`src/rtl/ahb_master_arbiter_pkg.sv`:
```
// ----------------------------------------------------------------------------
// ahb_master_arbiter_pkg
// Shared definitions for the AHB master arbiter:
//   - Htrans transfer-type encodings (IDLE/BUSY/NONSEQ/SEQ)
//   - Arbiter FSM state encodings (PARK/OWNED/LOCKED)
//   - is_beat(): true for transfer types that count as a data beat
// ----------------------------------------------------------------------------
package ahb_master_arbiter_pkg;

    typedef enum logic [1:0] {
        HTRANS_IDLE   = 2'b00,
        HTRANS_BUSY   = 2'b01,
        HTRANS_NONSEQ = 2'b10,
        HTRANS_SEQ    = 2'b11
    } htrans_e;

    typedef enum logic [1:0] {
        ST_PARK   = 2'b00,
        ST_OWNED  = 2'b01,
        ST_LOCKED = 2'b10
    } arb_state_e;

    // Only NONSEQ and SEQ move data; IDLE and BUSY do not count toward the hold limit.
    function automatic logic is_beat(input logic [1:0] htrans);
        return (htrans == HTRANS_NONSEQ) || (htrans == HTRANS_SEQ);
    endfunction

endpackage

```
`src/rtl/ahb_master_arbiter_if.sv`:
```
// ----------------------------------------------------------------------------
// ahb_master_arbiter_if
// Bus-side signals of the AHB master arbiter.
//   Hbusreq   [MASTERS]  per-master bus request
//   Hlock     [MASTERS]  per-master locked-transfer request
//   Htrans    [2]        transfer type of the currently muxed master
//   Hready    [1]        bridge Hreadyout, qualifies arbitration
//   Hgrant    [MASTERS]  one-hot grant
//   Hmaster   [IDX_W]    address-phase owner index
//   Hmastlock [1]        address-phase transfer is locked
// Modports:
//   master : requester/bridge side (drives requests, Htrans, Hready)
//   slave  : arbiter side (receives requests, drives grant/owner/lock)
// ----------------------------------------------------------------------------
interface ahb_master_arbiter_if #(
    parameter int MASTERS = 4
);
    localparam int IDX_W = (MASTERS > 1) ? $clog2(MASTERS) : 1;

    logic [MASTERS-1:0] Hbusreq;
    logic [MASTERS-1:0] Hlock;
    logic [1:0]         Htrans;
    logic               Hready;
    logic [MASTERS-1:0] Hgrant;
    logic [IDX_W-1:0]   Hmaster;
    logic               Hmastlock;

    modport master (
        output Hbusreq, Hlock, Htrans, Hready,
        input  Hgrant, Hmaster, Hmastlock
    );

    modport slave (
        input  Hbusreq, Hlock, Htrans, Hready,
        output Hgrant, Hmaster, Hmastlock
    );

endinterface

```
`src/rtl/ahb_master_arbiter_rr_pick.sv`:
```
// ----------------------------------------------------------------------------
// rr_pick
// Combinational round-robin winner selection.
//   req_i        [MASTERS]  request vector
//   last_owner_i [IDX_W]    most recent winner; search starts one above it
//   grant_o      [MASTERS]  one-hot winner (all zero when no request)
//   idx_o        [IDX_W]    index of the winner
//   valid_o      [1]        at least one request present
// MASTERS is a power of two, so the wrap-around is plain IDX_W-bit overflow.
// ----------------------------------------------------------------------------
module rr_pick #(
    parameter int MASTERS = 4,
    parameter int IDX_W   = 2
) (
    input  logic [MASTERS-1:0] req_i,
    input  logic [IDX_W-1:0]   last_owner_i,
    output logic [MASTERS-1:0] grant_o,
    output logic [IDX_W-1:0]   idx_o,
    output logic               valid_o
);

    logic [IDX_W-1:0] cand;

    always_comb begin
        grant_o = '0;
        idx_o   = '0;
        valid_o = 1'b0;
        cand    = '0;
        // i = MASTERS lands back on last_owner itself, so it is considered last.
        for (int i = 1; i <= MASTERS; i++) begin
            cand = last_owner_i + IDX_W'(i);
            if (!valid_o && req_i[cand]) begin
                valid_o       = 1'b1;
                idx_o         = cand;
                grant_o[cand] = 1'b1;
            end
        end
    end

endmodule

```
`src/rtl/ahb_master_arbiter.sv`:
```
// ----------------------------------------------------------------------------
// ahb_master_arbiter
// Round-robin AHB bus arbiter with parking, beat-limited ownership and an
// optional locked-transfer mode.
// Parameters:
//   MASTERS  number of requesters (power of two, 2..4)
//   HOLD_MAX beats an owner keeps the bus while another master waits
//   PARK_ID  master granted when nothing is requested
// Ports:
//   Hclk     clock, rising edge
//   Hreset   asynchronous active-high reset
//   bus      ahb_master_arbiter_if.slave (Hbusreq, Hlock, Htrans, Hready in;
//            Hgrant, Hmaster, Hmastlock out)
// Build option:
//   ARB_LOCK_EN  defined: owner with Hlock enters LOCKED and keeps the bus
//                until Hlock drops; Hmastlock reports LOCKED.
//                undefined: Hlock ignored, Hmastlock tied low.
//
// state  | meaning
// PARK   | no request pending, grant parked on PARK_ID
// OWNED  | a master owns the bus, subject to re-arbitration
// LOCKED | owner is performing a locked sequence, no re-arbitration
// ----------------------------------------------------------------------------
module ahb_master_arbiter
    import ahb_master_arbiter_pkg::*;
#(
    parameter int MASTERS  = 4,
    parameter int HOLD_MAX = 16,
    parameter int PARK_ID  = 0
) (
    input  logic                 Hclk,
    input  logic                 Hreset,
    ahb_master_arbiter_if.slave  bus
);

    localparam int IDX_W = (MASTERS > 1) ? $clog2(MASTERS) : 1;
    localparam int CNT_W = $clog2(HOLD_MAX + 1);
    localparam logic [IDX_W-1:0]   PARK_IDX   = IDX_W'(PARK_ID);
    localparam logic [MASTERS-1:0] PARK_GRANT = MASTERS'(1) << PARK_ID;
    localparam logic [CNT_W-1:0]   HOLD_CNT   = CNT_W'(HOLD_MAX);

    arb_state_e         state_q, state_d;
    logic [MASTERS-1:0] grant_q, grant_d;
    logic [IDX_W-1:0]   owner_q, owner_d;
    logic [IDX_W-1:0]   last_owner_q, last_owner_d;
    logic [IDX_W-1:0]   hmaster_q, hmaster_d;
    logic [CNT_W-1:0]   beat_cnt_q, beat_cnt_d;

    logic [MASTERS-1:0] pick_grant;
    logic [IDX_W-1:0]   pick_idx;
    logic               pick_valid;

    logic any_req;
    logic owner_req;
    logic others_req;
    logic hold_expired;
    logic rearb;
    logic lock_now;

    rr_pick #(
        .MASTERS (MASTERS),
        .IDX_W   (IDX_W)
    ) u_rr_pick (
        .req_i        (bus.Hbusreq),
        .last_owner_i (last_owner_q),
        .grant_o      (pick_grant),
        .idx_o        (pick_idx),
        .valid_o      (pick_valid)
    );

    assign any_req      = |bus.Hbusreq;
    assign owner_req    = bus.Hbusreq[owner_q];
    assign others_req   = |(bus.Hbusreq & ~grant_q);
    assign hold_expired = (beat_cnt_q == HOLD_CNT) && others_req;
    assign rearb        = !owner_req || (bus.Htrans == HTRANS_IDLE) || hold_expired;

`ifdef ARB_LOCK_EN
    assign lock_now = bus.Hlock[owner_q];
`else
    logic unused_hlock;
    assign unused_hlock = ^bus.Hlock;
    assign lock_now     = 1'b0;
`endif

    // State register: everything freezes unless Hready is high, reset is immediate.
    always_ff @(posedge Hclk or posedge Hreset) begin
        if (Hreset) begin
            state_q      <= ST_PARK;
            grant_q      <= PARK_GRANT;
            owner_q      <= PARK_IDX;
            last_owner_q <= PARK_IDX;
            hmaster_q    <= PARK_IDX;
            beat_cnt_q   <= '0;
        end else begin
            state_q      <= state_d;
            grant_q      <= grant_d;
            owner_q      <= owner_d;
            last_owner_q <= last_owner_d;
            hmaster_q    <= hmaster_d;
            beat_cnt_q   <= beat_cnt_d;
        end
    end

    // Next-state logic.
    always_comb begin
        state_d      = state_q;
        grant_d      = grant_q;
        owner_d      = owner_q;
        last_owner_d = last_owner_q;
        hmaster_d    = hmaster_q;
        beat_cnt_d   = beat_cnt_q;

        if (bus.Hready) begin
            // Address phase follows the grant one Hready edge later.
            hmaster_d = owner_q;

            if (is_beat(bus.Htrans) && (beat_cnt_q != HOLD_CNT)) begin
                beat_cnt_d = beat_cnt_q + CNT_W'(1);
            end

            unique case (state_q)
                ST_PARK: begin
                    if (pick_valid) begin
                        state_d      = ST_OWNED;
                        grant_d      = pick_grant;
                        owner_d      = pick_idx;
                        last_owner_d = pick_idx;
                        beat_cnt_d   = '0;
                    end
                end

                ST_OWNED: begin
                    if (lock_now) begin
`ifdef ARB_LOCK_EN
                        state_d = ST_LOCKED;
`endif
                    end else if (rearb) begin
                        if (!any_req) begin
                            state_d    = ST_PARK;
                            grant_d    = PARK_GRANT;
                            owner_d    = PARK_IDX;
                            beat_cnt_d = '0;
                        end else if (pick_grant != grant_q) begin
                            grant_d      = pick_grant;
                            owner_d      = pick_idx;
                            last_owner_d = pick_idx;
                            beat_cnt_d   = '0;
                        end
                        // Otherwise only the owner is requesting: keep the grant.
                    end
                end

`ifdef ARB_LOCK_EN
                ST_LOCKED: begin
                    if (!lock_now) begin
                        state_d = ST_OWNED;
                    end
                end
`endif

                default: begin
                    state_d    = ST_PARK;
                    grant_d    = PARK_GRANT;
                    owner_d    = PARK_IDX;
                    beat_cnt_d = '0;
                end
            endcase
        end
    end

    // Outputs.
    always_comb begin
        bus.Hgrant  = grant_q;
        bus.Hmaster = hmaster_q;
`ifdef ARB_LOCK_EN
        bus.Hmastlock = (state_q == ST_LOCKED);
`else
        bus.Hmastlock = 1'b0;
`endif
    end

endmodule

```
`src/flat_wrapper.sv`:
```
// flat-port wrapper written by rule: the top's interface ports become plain ports
module ahb_master_arbiter_flat import ahb_master_arbiter_pkg::*;
#(
    parameter int MASTERS  = 4,
    parameter int HOLD_MAX = 16,
    parameter int PARK_ID  = 0
)
  (Hclk, Hreset, bus_Hbusreq, bus_Hlock, bus_Htrans, bus_Hready, bus_Hgrant, bus_Hmaster, bus_Hmastlock);
  ahb_master_arbiter_if #(.MASTERS(MASTERS)) bus_i ();
  input  logic Hclk;
  input  logic Hreset;
  input wire logic [$bits(bus_i.Hbusreq)-1:0] bus_Hbusreq;
  input wire logic [$bits(bus_i.Hlock)-1:0] bus_Hlock;
  input wire logic [$bits(bus_i.Htrans)-1:0] bus_Htrans;
  input wire logic [$bits(bus_i.Hready)-1:0] bus_Hready;
  output wire logic [$bits(bus_i.Hgrant)-1:0] bus_Hgrant;
  output wire logic [$bits(bus_i.Hmaster)-1:0] bus_Hmaster;
  output wire logic [$bits(bus_i.Hmastlock)-1:0] bus_Hmastlock;
  assign bus_i.Hbusreq = bus_Hbusreq;
  assign bus_i.Hlock = bus_Hlock;
  assign bus_i.Htrans = bus_Htrans;
  assign bus_i.Hready = bus_Hready;
  assign bus_Hgrant = bus_i.Hgrant;
  assign bus_Hmaster = bus_i.Hmaster;
  assign bus_Hmastlock = bus_i.Hmastlock;
  ahb_master_arbiter #(.MASTERS(MASTERS), .HOLD_MAX(HOLD_MAX), .PARK_ID(PARK_ID)) u_core (.Hclk(Hclk), .Hreset(Hreset), .bus(bus_i));
endmodule
```
`config.mk`:
```
export PLATFORM = sky130hd
export DESIGN_NAME = ahb_master_arbiter_flat
export DESIGN_NICKNAME = d
export VERILOG_FILES = /design/src/rtl/ahb_master_arbiter_pkg.sv /design/src/rtl/ahb_master_arbiter_if.sv /design/src/rtl/ahb_master_arbiter_rr_pick.sv /design/src/rtl/ahb_master_arbiter.sv /design/src/flat_wrapper.sv
export SDC_FILE = /design/constraint.sdc
export NUM_CORES = 1
export LEC_CHECK = 0
export CAP_MARGIN = 15
export CORE_MARGIN = 2
export CORE_UTILIZATION = 40
export DETAILED_ROUTE_END_ITERATION = 7
export PLACE_DENSITY = 0.63
export SLEW_MARGIN = 5
export SYNTH_ARGS = -nofsm -noshare
export SYNTH_HDL_FRONTEND = slang
export SYNTH_SLANG_ARGS = --single-unit
```
`constraint.sdc`:
```
create_clock -name Hclk -period 8.54 [get_ports Hclk]
set_input_delay 1.708 -clock Hclk [delete_from_list [all_inputs] [get_ports Hclk]]
set_output_delay 1.708 -clock Hclk [all_outputs]
set_load 0.02 [all_outputs]
```
Word-level counts from Yosys, hierarchy flattened --
Index checks and enable logic that the tools add are counted.
Word-level totals: word-level logic and storage cells 113, output and inout bits 7, input port bits 13, flip-flop bits (word level) 17
Cells by class: equal/unequal tests 12, add/subtract/negate cells 4, reduce and logical (&&, ||, !) cells 24, muxes and demuxes 53, bitwise gates (word level) 5, order comparisons 9
Operator list (count):
- $mux 4 | 8
- $mux 2 | 13
- $mux 5 | 5
- $lt 2x3->1 const B | 5
- $mux 1 | 13
- $or 4x4->4 | 3
- $pmux 2 s2 | 3
- $bmux 1 s2 | 5
- $pmux 5 s2 | 1
- $logic_and 1x1->1 | 9
- $demux 1 s2 | 4
- $ge 2x1->1 const B | 4
- $ne 2x1->1 const B | 4
- $pmux 4 s2 | 1
- $reduce_and 4->1 | 2
- $reduce_or 4->1 | 2
- $reduce_and 6->1 | 1
- $add 5x1->5 const B | 1
- $eq 5x5->1 const B | 1
- $ne 5x5->1 const B | 1
- $add 2x2->2 const B | 2
- $and 4x4->4 | 1
- $eq 2x2->1 const B | 2
- $logic_not 1->1 | 4
- other kinds (9) | 12

Logic depth before layout (Yosys ltp) --
Gate-level depths: netlist of the first run.
depth after elaboration 18, mapped depth 13, depth with buffers taken out 9

Modules after synthesis --
Synthesis of the first run repeated with hierarchy kept, for this count alone.
Second synthesis, totals: cell total of the unflattened synthesis 177, area, all modules 1657.8 um^2
By module, submodules not included:
- ahb_master_arbiter | seq. area each 401.6 um^2, times used 1, area an instance 1028.5 um^2, cells an instance 91
- rr_pick | seq. area each 0.0 um^2, times used 1, area an instance 629.4 um^2, cells an instance 86

Worst setup path after synthesis of the first run --
Ideal clock, no wire load.
path kind input-to-reg, start in bus_Hbusreq[0], end reg u_core.grant_q[2] (netlist: u_core.bus.Hgrant[2]), setup slack 4445 ps, data required time 8412 ps, data arrival time 3968 ps, setup time 128 ps, stages 8, cell sequence buf_2 -> mux4_2 -> nor2b_4 -> a22o_1 -> a221oi_1 -> mux2_2 -> o41ai_4 -> mux2_1
On the way: word-level cells in the longest chain between the ends 16, elaborated cells on any way between the ends 44, those cells by class eq/ne (4); mux (23); bitwise (4); reduce/logical (13)
RTL lines:
- from (decl) | line flat_wrapper.sv:12 | input wire logic [$bits(bus_i.Hbusreq)-1:0] bus_Hbusreq;
- $bmux 1 s2 | line ahb_master_arbiter_rr_pick.sv:32 | if (!valid_o && req_i[cand]) begin
- $mux 1 (implied by the code) | line ahb_master_arbiter_rr_pick.sv:32
- $mux 1 | line ahb_master_arbiter_rr_pick.sv:32
- $logic_not 1->1 | line ahb_master_arbiter_rr_pick.sv:32
- $logic_and 1x1->1 | line ahb_master_arbiter_rr_pick.sv:32
- $mux 1 | line ahb_master_arbiter_rr_pick.sv:32
- $logic_not 1->1 | line ahb_master_arbiter_rr_pick.sv:32
- $logic_and 1x1->1 | line ahb_master_arbiter_rr_pick.sv:32
- $mux 1 | line ahb_master_arbiter_rr_pick.sv:32
- $logic_not 1->1 | line ahb_master_arbiter_rr_pick.sv:32
- $logic_and 1x1->1 | line ahb_master_arbiter_rr_pick.sv:32
- $mux 4 | line ahb_master_arbiter_rr_pick.sv:32
- $mux 4 | line ahb_master_arbiter.sv:143 | end else if (pick_grant != grant_q) begin
- $mux 4 | line ahb_master_arbiter.sv:138 | if (!any_req) begin
- $mux 4 | line ahb_master_arbiter.sv:137 | end else if (rearb) begin
- $pmux 4 s2 | line ahb_master_arbiter.sv:121 | unique case (state_q)
- to (signal assigned) | line ahb_master_arbiter.sv:96 | grant_q <= grant_d;
- to (decl) | line ahb_master_arbiter.sv:43 | logic [MASTERS-1:0] grant_q, grant_d;
Parallel ways exist; a longest one is shown, timed or not. The select of a mux whose other input is x is not followed. A chain may end at the register's enable or synchronous reset.

Worst setup path in the final report of the first run --
start in bus_Hbusreq[3], end reg u_core.grant_q[2] (netlist: u_core.bus.Hgrant[2])
The elaborated chain is that of the path after synthesis.

==> metrics.txt, run 1 <==
# TYPE chip_impl_metric gauge
chip_impl_info{name="run_status",value="finished, final reports clean"} 1
chip_impl_info{name="main_combinational_cell_family_by_area_after_synthesis",value="compound AO/OA/AOI/OAI gates"} 1
chip_impl_info{name="critical_path_class",value="primary input to flop"} 1
chip_impl_metric{name="critPathBufInv",unit=""} 1
chip_impl_metric{name="finalWorstPathRequiredPeriod",unit="ps"} 4942
chip_impl_metric{name="sinks_on_clock_net",unit=""} 16
chip_impl_metric{name="place.port_buffers",unit=""} 14
chip_impl_metric{name="worstSkewPairLatency",unit="ps"} 290
chip_impl_metric{name="gp_congestion",unit=""} 0.8394
chip_impl_info{name="cts_tree",value="yes"} 1
chip_impl_info{name="grt_setup_unrepaired",value="no"} 1
chip_impl_metric{name="detail-route-antenna-nets",unit=""} 0
chip_impl_metric{name="drt_pre_antenna_iters",unit=""} 4
chip_impl_metric{name="synth.mux.area_fraction",unit="%"} 14.93
chip_impl_info{name="worstHoldPathType",value="flop to flop"} 1
chip_impl_metric{name="crit_arrival",unit="ps"} 5130
chip_impl_info{name="cts_root_buffer",value="sky130_fd_sc_hd__clkbuf_4"} 1
chip_impl_info{name="cpMaxStageDelayCell",value="sky130_fd_sc_hd__clkdlybuf4s50_1"} 1
chip_impl_metric{name="die_area",unit="sq mm"} 0.004166
chip_impl_metric{name="required",unit="ps"} 8720
chip_impl_metric{name="final_layout_size_suffix_gt1_share",unit="%"} 10.49
chip_impl_metric{name="cts-root-to-sink-buffers",unit=""} 2
chip_impl_metric{name="vias",unit=""} 1179
chip_impl_metric{name="slew_viol_final",unit=""} 0
chip_impl_metric{name="postSynth.asyncResetShare",unit="%"} 100.0
chip_impl_metric{name="design.core.area",unit="sq mm"} 0.003416
chip_impl_metric{name="clock_edge_transition_at_the_registers_on_the_reported_setup_and_hold_paths",unit="ps"} 90
chip_impl_metric{name="ctsHtreeMaxLevel",unit=""} 1
chip_impl_metric{name="synth-adder-area-share",unit="%"} 8.532
chip_impl_metric{name="grt_pass1_vias",unit=""} 1084
chip_impl_metric{name="cellPowerDensity",unit="mW/mm^2"} 323.7
chip_impl_metric{name="synth.net_count",unit=""} 176
chip_impl_metric{name="insertedDiodeCount",unit=""} 0
chip_impl_info{name="crit_path_end_kind",value="flop"} 1
chip_impl_metric{name="leakagePower",unit="nW"} 0.7085
chip_impl_metric{name="grt_usage",unit="%"} 14.92
chip_impl_metric{name="hold_buffers",unit=""} 0
chip_impl_metric{name="first_iter_violations",unit=""} 40
chip_impl_info{name="startpoint_type",value="primary input"} 1
chip_impl_metric{name="cts_buffers",unit=""} 3
chip_impl_metric{name="placed_cells",unit=""} 204
chip_impl_metric{name="post-route-period-util",unit="%"} 57.87
chip_impl_metric{name="vdd_ir_drop_max",unit="V"} 0.0001580
chip_impl_metric{name="timing.clock.skew",unit="ps"} 5.389
chip_impl_metric{name="count_of_endpoints_failing_hold_in_the_final_timing_report",unit=""} 0
chip_impl_metric{name="die_height",unit="um"} 64.55
chip_impl_metric{name="drcViolationCount",unit=""} 0
chip_impl_metric{name="die_w",unit="um"} 64.55
chip_impl_metric{name="routed_wire_length_per_instance",unit="um"} 13.66
chip_impl_metric{name="cp_slowest_stage_delay",unit="ps"} 640
chip_impl_metric{name="finalSetupViolations",unit=""} 0
chip_impl_metric{name="synth_xor_area_share",unit="%"} 2.986
chip_impl_metric{name="postSynthAreaPerCell",unit="sq um"} 9.584
chip_impl_metric{name="row_count",unit=""} 21
chip_impl_metric{name="initial_antenna_violation_count",unit=""} 0
chip_impl_metric{name="layout.cells.non_filler",unit=""} 208
chip_impl_info{name="synth_ff_type",value="sky130_fd_sc_hd__dfrtp_1"} 1
chip_impl_metric{name="max_slew_margin",unit="%"} 48.81
chip_impl_metric{name="worst_slew_pin_slew",unit="ps"} 760.8
chip_impl_info{name="timing.critical_path.cells",value="clkdlybuf4s50_1 -> mux4_2 -> nor2b_4 -> a22o_1 -> a221oi_1 -> mux2_2 -> o41ai_4 -> mux2_1"} 1
chip_impl_metric{name="crit_path_max_fanout",unit=""} 15
chip_impl_metric{name="pin_count_of_the_biggest_net_entering_global_routing",unit=""} 20
chip_impl_metric{name="io_pins",unit=""} 20
chip_impl_metric{name="max_freq",unit="MHz"} 202.4
chip_impl_metric{name="ff_latch_area",unit="sq um"} 401.6
chip_impl_metric{name="n_fill_cell",unit=""} 339
chip_impl_metric{name="post_synth_num_cell_types",unit=""} 50
chip_impl_info{name="critical_path.top_delay_family",value="multiplexers"} 1
chip_impl_info{name="mostFrequentLayoutCells",value="sky130_fd_sc_hd__inv_1, sky130_fd_sc_hd__dfrtp_1, sky130_fd_sc_hd__clkdlybuf4s50_1, sky130_fd_sc_hd__ha_1, sky130_fd_sc_hd__nand2_1"} 1
chip_impl_metric{name="grt_pass1_wl",unit="um"} 4961
chip_impl_metric{name="postSynthCellCount",unit=""} 153
chip_impl_metric{name="post_synth_and_or_nand_nor_area_fraction",unit="%"} 18.26
chip_impl_metric{name="syn_area",unit="sq mm"} 0.001466
chip_impl_metric{name="synth.yosys.seq_area_share",unit="%"} 27.39
chip_impl_metric{name="multiInputGateArea",unit="sq um"} 944.7
chip_impl_metric{name="synth_seq_cells",unit=""} 16
chip_impl_metric{name="postPlaceCellArea",unit="sq mm"} 0.001600
chip_impl_metric{name="timing.setup.tns",unit="ps"} 0
chip_impl_metric{name="count_of_warnings_emitted_by_yosys",unit=""} 0
chip_impl_metric{name="dpl_wire_length",unit="um"} 2239
chip_impl_metric{name="fin_area",unit="sq mm"} 0.001637
chip_impl_metric{name="initial_core_utilization",unit="%"} 42.93
chip_impl_metric{name="synth_enable_flop_cells",unit=""} 0
chip_impl_metric{name="max_capacitance_violation_count",unit=""} 0
chip_impl_metric{name="totalWireLength",unit="um"} 2842
chip_impl_metric{name="layout.nets",unit=""} 186
chip_impl_metric{name="grt_remaining_overflow",unit=""} 0
chip_impl_metric{name="post-cts-setup-buffers",unit=""} 0
chip_impl_metric{name="synth_area_in_compound_gates",unit="%"} 19.45
chip_impl_metric{name="route.detailed.vias_per_inst",unit=""} 5.668
chip_impl_metric{name="number_of_gates_given_a_new_drive_strength_after_cts",unit=""} 0
chip_impl_metric{name="area_growth_syn_to_layout",unit="%"} 11.60
-- per-stage QoR --
stage          hold WS (ps)  utilization, %  total power, W  setup WS, ps
6_report              515.2           47.91       0.0005297          3598
4_1_cts               520.0           47.91       0.0005348          3601
2_1_floorplan         510.4               -       0.0004100          4445
3_3_place_gp          492.7           46.85       0.0004759          3344
3_5_place_dp          498.6           46.85       0.0004829          3279
5_1_grt               549.2           47.91       0.0005798          3460
-- synthesized netlist by cell type (3+ instances only) --
library cell / instances / share of area (%)
sky130_fd_sc_hd__mux2_2: 3 / 2.3
sky130_fd_sc_hd__ha_1: 10 / 8.5
sky130_fd_sc_hd__buf_2: 3 / 1.0
sky130_fd_sc_hd__dfrtp_1: 15 / 26
sky130_fd_sc_hd__and2_1: 5 / 2.1
sky130_fd_sc_hd__mux2i_1: 5 / 3.4
sky130_fd_sc_hd__inv_1: 15 / 3.8
sky130_fd_sc_hd__and3_1: 3 / 1.3
sky130_fd_sc_hd__a22o_1: 3 / 1.8
sky130_fd_sc_hd__nor2_1: 8 / 2.0
sky130_fd_sc_hd__o21ai_0: 4 / 1.4
sky130_fd_sc_hd__buf_6: 3 / 2.3
sky130_fd_sc_hd__nand2_1: 9 / 2.3
sky130_fd_sc_hd__o21a_1: 4 / 2.0
sky130_fd_sc_hd__xnor2_1: 4 / 2.4
sky130_fd_sc_hd__nand3_1: 3 / 1.0
sky130_fd_sc_hd__o311ai_1: 3 / 1.8
sky130_fd_sc_hd__nand2b_1: 5 / 2.1
sky130_fd_sc_hd__mux4_2: 5 / 7.7
-- kinds of logic (layout without fill, tap and decap cells) --
kind of cell	after synthesis	count (layout)
AOI/OAI and AO/OA	35	35
xor gates and xnor gates	5	5
adders and majority gates	10	10
buffers and inverters	24	33
DFF	16	16
muxes	15	15
other	1	1
and+or+nand+nor	47	47
-- layer usage --
layer / share of wire [%] / track usage [%] / wire (um) / up-vias
li1: - / - / - / 570
met1: 47 / 20.11 / 1342 / 583
met2: 48 / 23.83 / 1354 / 24
met3: 4.7 / 3.819 / 134 / 2
met4: 0.39 / 3.989 / 11 / 0
met5: 0 / 0 / 0 / -
-- state kept, by name (all words and copies together), names as in the netlist --
| register | flops |
|---|---|
| u_core.bus.Hgrant | 4 |
| u_core.bus.Hmaster | 2 |
| u_core.owner_q | 2 |
| u_core.state_q | 1 |
| u_core.last_owner_q | 2 |
| u_core.beat_cnt_q | 5 |
-- path summary, 6_finish.rpt --
path                                               startpoint                                 end  slack, ps  cells past startpoint
max                                            bus_Hbusreq[3]    u_core.bus.Hgrant[2]$_DFFE_PP0P_       3600                      8
min                         u_core.bus.Hmaster[1]$_DFFE_PP0P_   u_core.bus.Hmaster[1]$_DFFE_PP0P_        520                      1
max reg2reg                u_core.last_owner_q[0]$_DFFE_PP0P_    u_core.bus.Hgrant[2]$_DFFE_PP0P_       4350                      8
min reg2reg                 u_core.bus.Hmaster[1]$_DFFE_PP0P_   u_core.bus.Hmaster[1]$_DFFE_PP0P_        520                      1
max in group asynchronous                              Hreset  u_core.last_owner_q[0]$_DFFE_PP0P_       6370                      2
min in group asynchronous                              Hreset    u_core.beat_cnt_q[2]$_DFFE_PP0P_       1780                      2
-- layout make-up --
cell class | instances | share of cell area (%)
Timing Repair Buffer | 14 | 8.563
Tap cell | 46 | 3.517
Inverter | 15 | 3.440
Clock buffer | 4 | 2.217
Sequential cell | 16 | 24.54
Multi-Input combinational cell | 113 | 57.72
-- power breakdown --
part | internal [W] | switching, W | leakage, nW
clock | 0.0000260 | 0.0000242 | 0.0210
sequential | 0.000104 | 0.0000427 | 0.195
combinational | 0.000159 | 0.000173 | 0.493
total | 0.000290 | 0.000240 | 0.708
-- worst reg2reg max path: stages, from the launching register on --
cell                       delay, ps
sky130_fd_sc_hd__dfrtp_1         800
sky130_fd_sc_hd__inv_1           270
sky130_fd_sc_hd__ha_1            500
sky130_fd_sc_hd__mux4_2          450
sky130_fd_sc_hd__a22o_1          270
sky130_fd_sc_hd__a221oi_1        360
sky130_fd_sc_hd__mux2_2          420
sky130_fd_sc_hd__o41ai_4         630
sky130_fd_sc_hd__mux2_1          390
Power figures use the tool's default switching activity.
==> run 2: changes to the inputs <==
Settings changed: PLACE_DENSITY 0.63 to 0.66.
Clock period 8.54 ns to 4.34 ns, I/O delays scaled along.
==> metrics.txt, run 2 (synthesized netlist as in run 1, its figures left out) <==
# TYPE chip_impl_metric gauge
chip_impl_metric{name="grt_remaining_overflow",unit=""} 0
chip_impl_metric{name="finalSetupViolations",unit=""} 0
chip_impl_info{name="grt_setup_unrepaired",value="no"} 1
chip_impl_metric{name="pin_count_of_the_biggest_net_entering_global_routing",unit=""} 19
chip_impl_metric{name="finalWorstPathRequiredPeriod",unit="ps"} 3868
chip_impl_info{name="worstHoldPathType",value="flop to flop"} 1
chip_impl_metric{name="initial_antenna_violation_count",unit=""} 0
chip_impl_metric{name="layout.nets",unit=""} 190
chip_impl_metric{name="place.port_buffers",unit=""} 14
chip_impl_metric{name="grt_pass1_wl",unit="um"} 5292
chip_impl_info{name="critical_path.top_delay_family",value="multiplexers"} 1
chip_impl_metric{name="post-route-period-util",unit="%"} 89.12
chip_impl_info{name="registers.top_by_ff_count",value="u_core.beat_cnt_q"} 1
chip_impl_metric{name="drt_pre_antenna_iters",unit=""} 4
chip_impl_metric{name="final_layout_size_suffix_gt1_share",unit="%"} 12.05
chip_impl_info{name="mostFrequentLayoutCells",value="sky130_fd_sc_hd__inv_1, sky130_fd_sc_hd__dfrtp_1, sky130_fd_sc_hd__clkdlybuf4s50_1, sky130_fd_sc_hd__ha_1, sky130_fd_sc_hd__nand2_1"} 1
chip_impl_metric{name="route.detailed.vias_per_inst",unit=""} 5.613
chip_impl_metric{name="required",unit="ps"} 4550
chip_impl_metric{name="cp_slowest_stage_delay",unit="ps"} 640
chip_impl_info{name="startpoint_type",value="primary input"} 1
chip_impl_metric{name="ctsHtreeMaxLevel",unit=""} 1
chip_impl_metric{name="initial_core_utilization",unit="%"} 42.93
chip_impl_metric{name="grt_pass1_vias",unit=""} 1175
chip_impl_metric{name="post-cts-setup-buffers",unit=""} 0
chip_impl_metric{name="detail-route-antenna-nets",unit=""} 0
chip_impl_metric{name="leakagePower",unit="nW"} 0.7215
chip_impl_metric{name="groute.layer.met3.usage",unit="%"} 3.993
chip_impl_metric{name="sw_frac_of_total",unit="%"} 45.82
chip_impl_info{name="crit_path_end_kind",value="flop"} 1
chip_impl_metric{name="cellPowerDensity",unit="mW/mm^2"} 633.7
chip_impl_metric{name="p_sw",unit="W"} 0.0004810
chip_impl_metric{name="timing.clock.skew",unit="ps"} 2.823
chip_impl_metric{name="slew_viol_final",unit=""} 0
chip_impl_metric{name="io_pins",unit=""} 20
chip_impl_metric{name="max_freq",unit="MHz"} 258.6
chip_impl_metric{name="dpl_wire_length",unit="um"} 2346
chip_impl_metric{name="clock_edge_transition_at_the_registers_on_the_reported_setup_and_hold_paths",unit="ps"} 80
chip_impl_metric{name="power_frac_comb",unit="%"} 67.3
chip_impl_metric{name="first_iter_violations",unit=""} 41
chip_impl_metric{name="postPlaceCellArea",unit="sq mm"} 0.001630
chip_impl_info{name="cts_root_buffer",value="sky130_fd_sc_hd__clkbuf_4"} 1
chip_impl_metric{name="max_slew_margin",unit="%"} 47.14
chip_impl_metric{name="die_height",unit="um"} 64.55
chip_impl_metric{name="drcViolationCount",unit=""} 0
chip_impl_metric{name="routed_wire_length_per_instance",unit="um"} 14.33
chip_impl_metric{name="grt_usage",unit="%"} 15.77
chip_impl_metric{name="n_fill_cell",unit=""} 330
chip_impl_metric{name="crit_arrival",unit="ps"} 4070
chip_impl_metric{name="area_growth_syn_to_layout",unit="%"} 12.97
chip_impl_metric{name="crit_path_max_fanout",unit=""} 14
chip_impl_metric{name="met1_usage",unit="%"} 21.01
chip_impl_info{name="critical_path_class",value="primary input to flop"} 1
chip_impl_metric{name="die_area",unit="sq mm"} 0.004166
chip_impl_metric{name="hold_buffers",unit=""} 0
chip_impl_metric{name="ff_latch_area",unit="sq um"} 401.6
chip_impl_metric{name="max_capacitance_violation_count",unit=""} 0
chip_impl_metric{name="number_of_gates_given_a_new_drive_strength_after_cts",unit=""} 0
chip_impl_metric{name="row_count",unit=""} 21
chip_impl_metric{name="global_route.usage.met2",unit="%"} 26.56
chip_impl_metric{name="die_w",unit="um"} 64.55
chip_impl_metric{name="largest_register_ffs",unit=""} 5
chip_impl_metric{name="vias",unit=""} 1190
chip_impl_metric{name="insertedDiodeCount",unit=""} 0
chip_impl_metric{name="totalWireLength",unit="um"} 3038
chip_impl_info{name="top_usage_layer",value="met2"} 1
chip_impl_metric{name="design.core.area",unit="sq mm"} 0.003416
chip_impl_metric{name="multiInputGateArea",unit="sq um"} 944.7
chip_impl_metric{name="critPathBufInv",unit=""} 2
chip_impl_metric{name="cts-root-to-sink-buffers",unit=""} 2
chip_impl_info{name="cpMaxStageDelayCell",value="sky130_fd_sc_hd__clkdlybuf4s50_1"} 1
chip_impl_metric{name="worstSkewPairLatency",unit="ps"} 280
chip_impl_info{name="run_status",value="finished, final reports clean"} 1
chip_impl_metric{name="count_of_endpoints_failing_hold_in_the_final_timing_report",unit=""} 0
chip_impl_info{name="timing.critical_path.cells",value="clkdlybuf4s50_1 -> mux4_2 -> nor2b_4 -> a22o_1 -> a221oi_1 -> mux2_2 -> o41ai_4 -> buf_4 -> mux2i_1"} 1
chip_impl_metric{name="internal_portion_of_total_power",unit="W"} 0.0005688
chip_impl_metric{name="sinks_on_clock_net",unit=""} 16
chip_impl_metric{name="gp_congestion",unit=""} 0.8682
chip_impl_metric{name="worst_slew_pin_slew",unit="ps"} 785.6
chip_impl_metric{name="fin_area",unit="sq mm"} 0.001657
chip_impl_metric{name="vdd_ir_drop_max",unit="V"} 0.0002879
chip_impl_info{name="cts_tree",value="yes"} 1
chip_impl_metric{name="share_seq_of_total_power",unit="%"} 25.2
chip_impl_metric{name="timing.setup.tns",unit="ps"} 0
chip_impl_metric{name="share_clk_of_total_power",unit="%"} 7.6
chip_impl_metric{name="cts_buffers",unit=""} 3
==> run 2: cell count changes in the layout (fill, tap and decap cells not counted), sizes merged <==
| cell | before | now |
|---|---|---|
| buf | 0 | 4 |
==> run 2: layer usage <==
metal	vias to the layer above	share of wire, %
met5	-	0
met3	0	3.4
met1	581	49
met2	26	47
met4	0	0
li1	583	-
==> run 2: cell type report <==
type	instances	area share (%)
Sequential cell	16	24.24
Multi-Input combinational cell	113	57.02
Tap cell	46	3.474
Clock buffer	4	1.586
Timing Repair Buffer	18	10.27
Inverter	15	3.399
==> run 2: per-stage QoR <==
step / setup slack [ps] / total power (W) / hold slack (ps) / instances / utilization [%]
2_1_floorplan: 908.8 / 0.0008069 / 510.4 / 153 / -
3_3_place_gp: 299.8 / 0.0009450 / 495.7 / 208 / 47.73
3_5_place_dp: 221.4 / 0.0009663 / 494.4 / 208 / 47.73
4_1_cts: 503.9 / 0.001050 / 524.9 / 212 / 48.50
5_1_grt: 341.4 / 0.001140 / 547.9 / 212 / 48.50
6_report: 472.3 / 0.001050 / 520.3 / 212 / 48.50
==> run 2: power by group through the flow <==
stage | logic, W | clock network, W | registers [W]
floorplan | 0.000523 | 0 | 0.000284
global placement | 0.000681 | 0 | 0.000264
detailed placement | 0.000699 | 0 | 0.000267
CTS | 0.000703 | 0.0000826 | 0.000264
global route | 0.000776 | 0.0000902 | 0.000274
finish | 0.000706 | 0.0000794 | 0.000264
==> run 2: final timing paths <==
| path | from | end | slack (ps) | cells after the start |
|---|---|---|---|---|
| max | bus_Hbusreq[2] | u_core.owner_q[0]$_DFFE_PP0P_ | 470 | 9 |
| min | u_core.bus.Hmaster[0]$_DFFE_PP0P_ | u_core.bus.Hmaster[0]$_DFFE_PP0P_ | 520 | 1 |
| max reg2reg | u_core.last_owner_q[1]$_DFFE_PP0P_ | u_core.owner_q[0]$_DFFE_PP0P_ | 690 | 9 |
| min reg2reg | u_core.bus.Hmaster[0]$_DFFE_PP0P_ | u_core.bus.Hmaster[0]$_DFFE_PP0P_ | 520 | 1 |
| max in group asynchronous | Hreset | u_core.bus.Hmaster[1]$_DFFE_PP0P_ | 3000 | 2 |
| min in group asynchronous | Hreset | u_core.bus.Hgrant[3]$_DFFE_PP0P_ | 950 | 2 |
==> run 3: changes to the inputs <==
Settings changed: SKIP_CTS_REPAIR_TIMING set to 1.
==> results of run 3 <==
Final layout, timing and power as in run 2 (identical DEF).
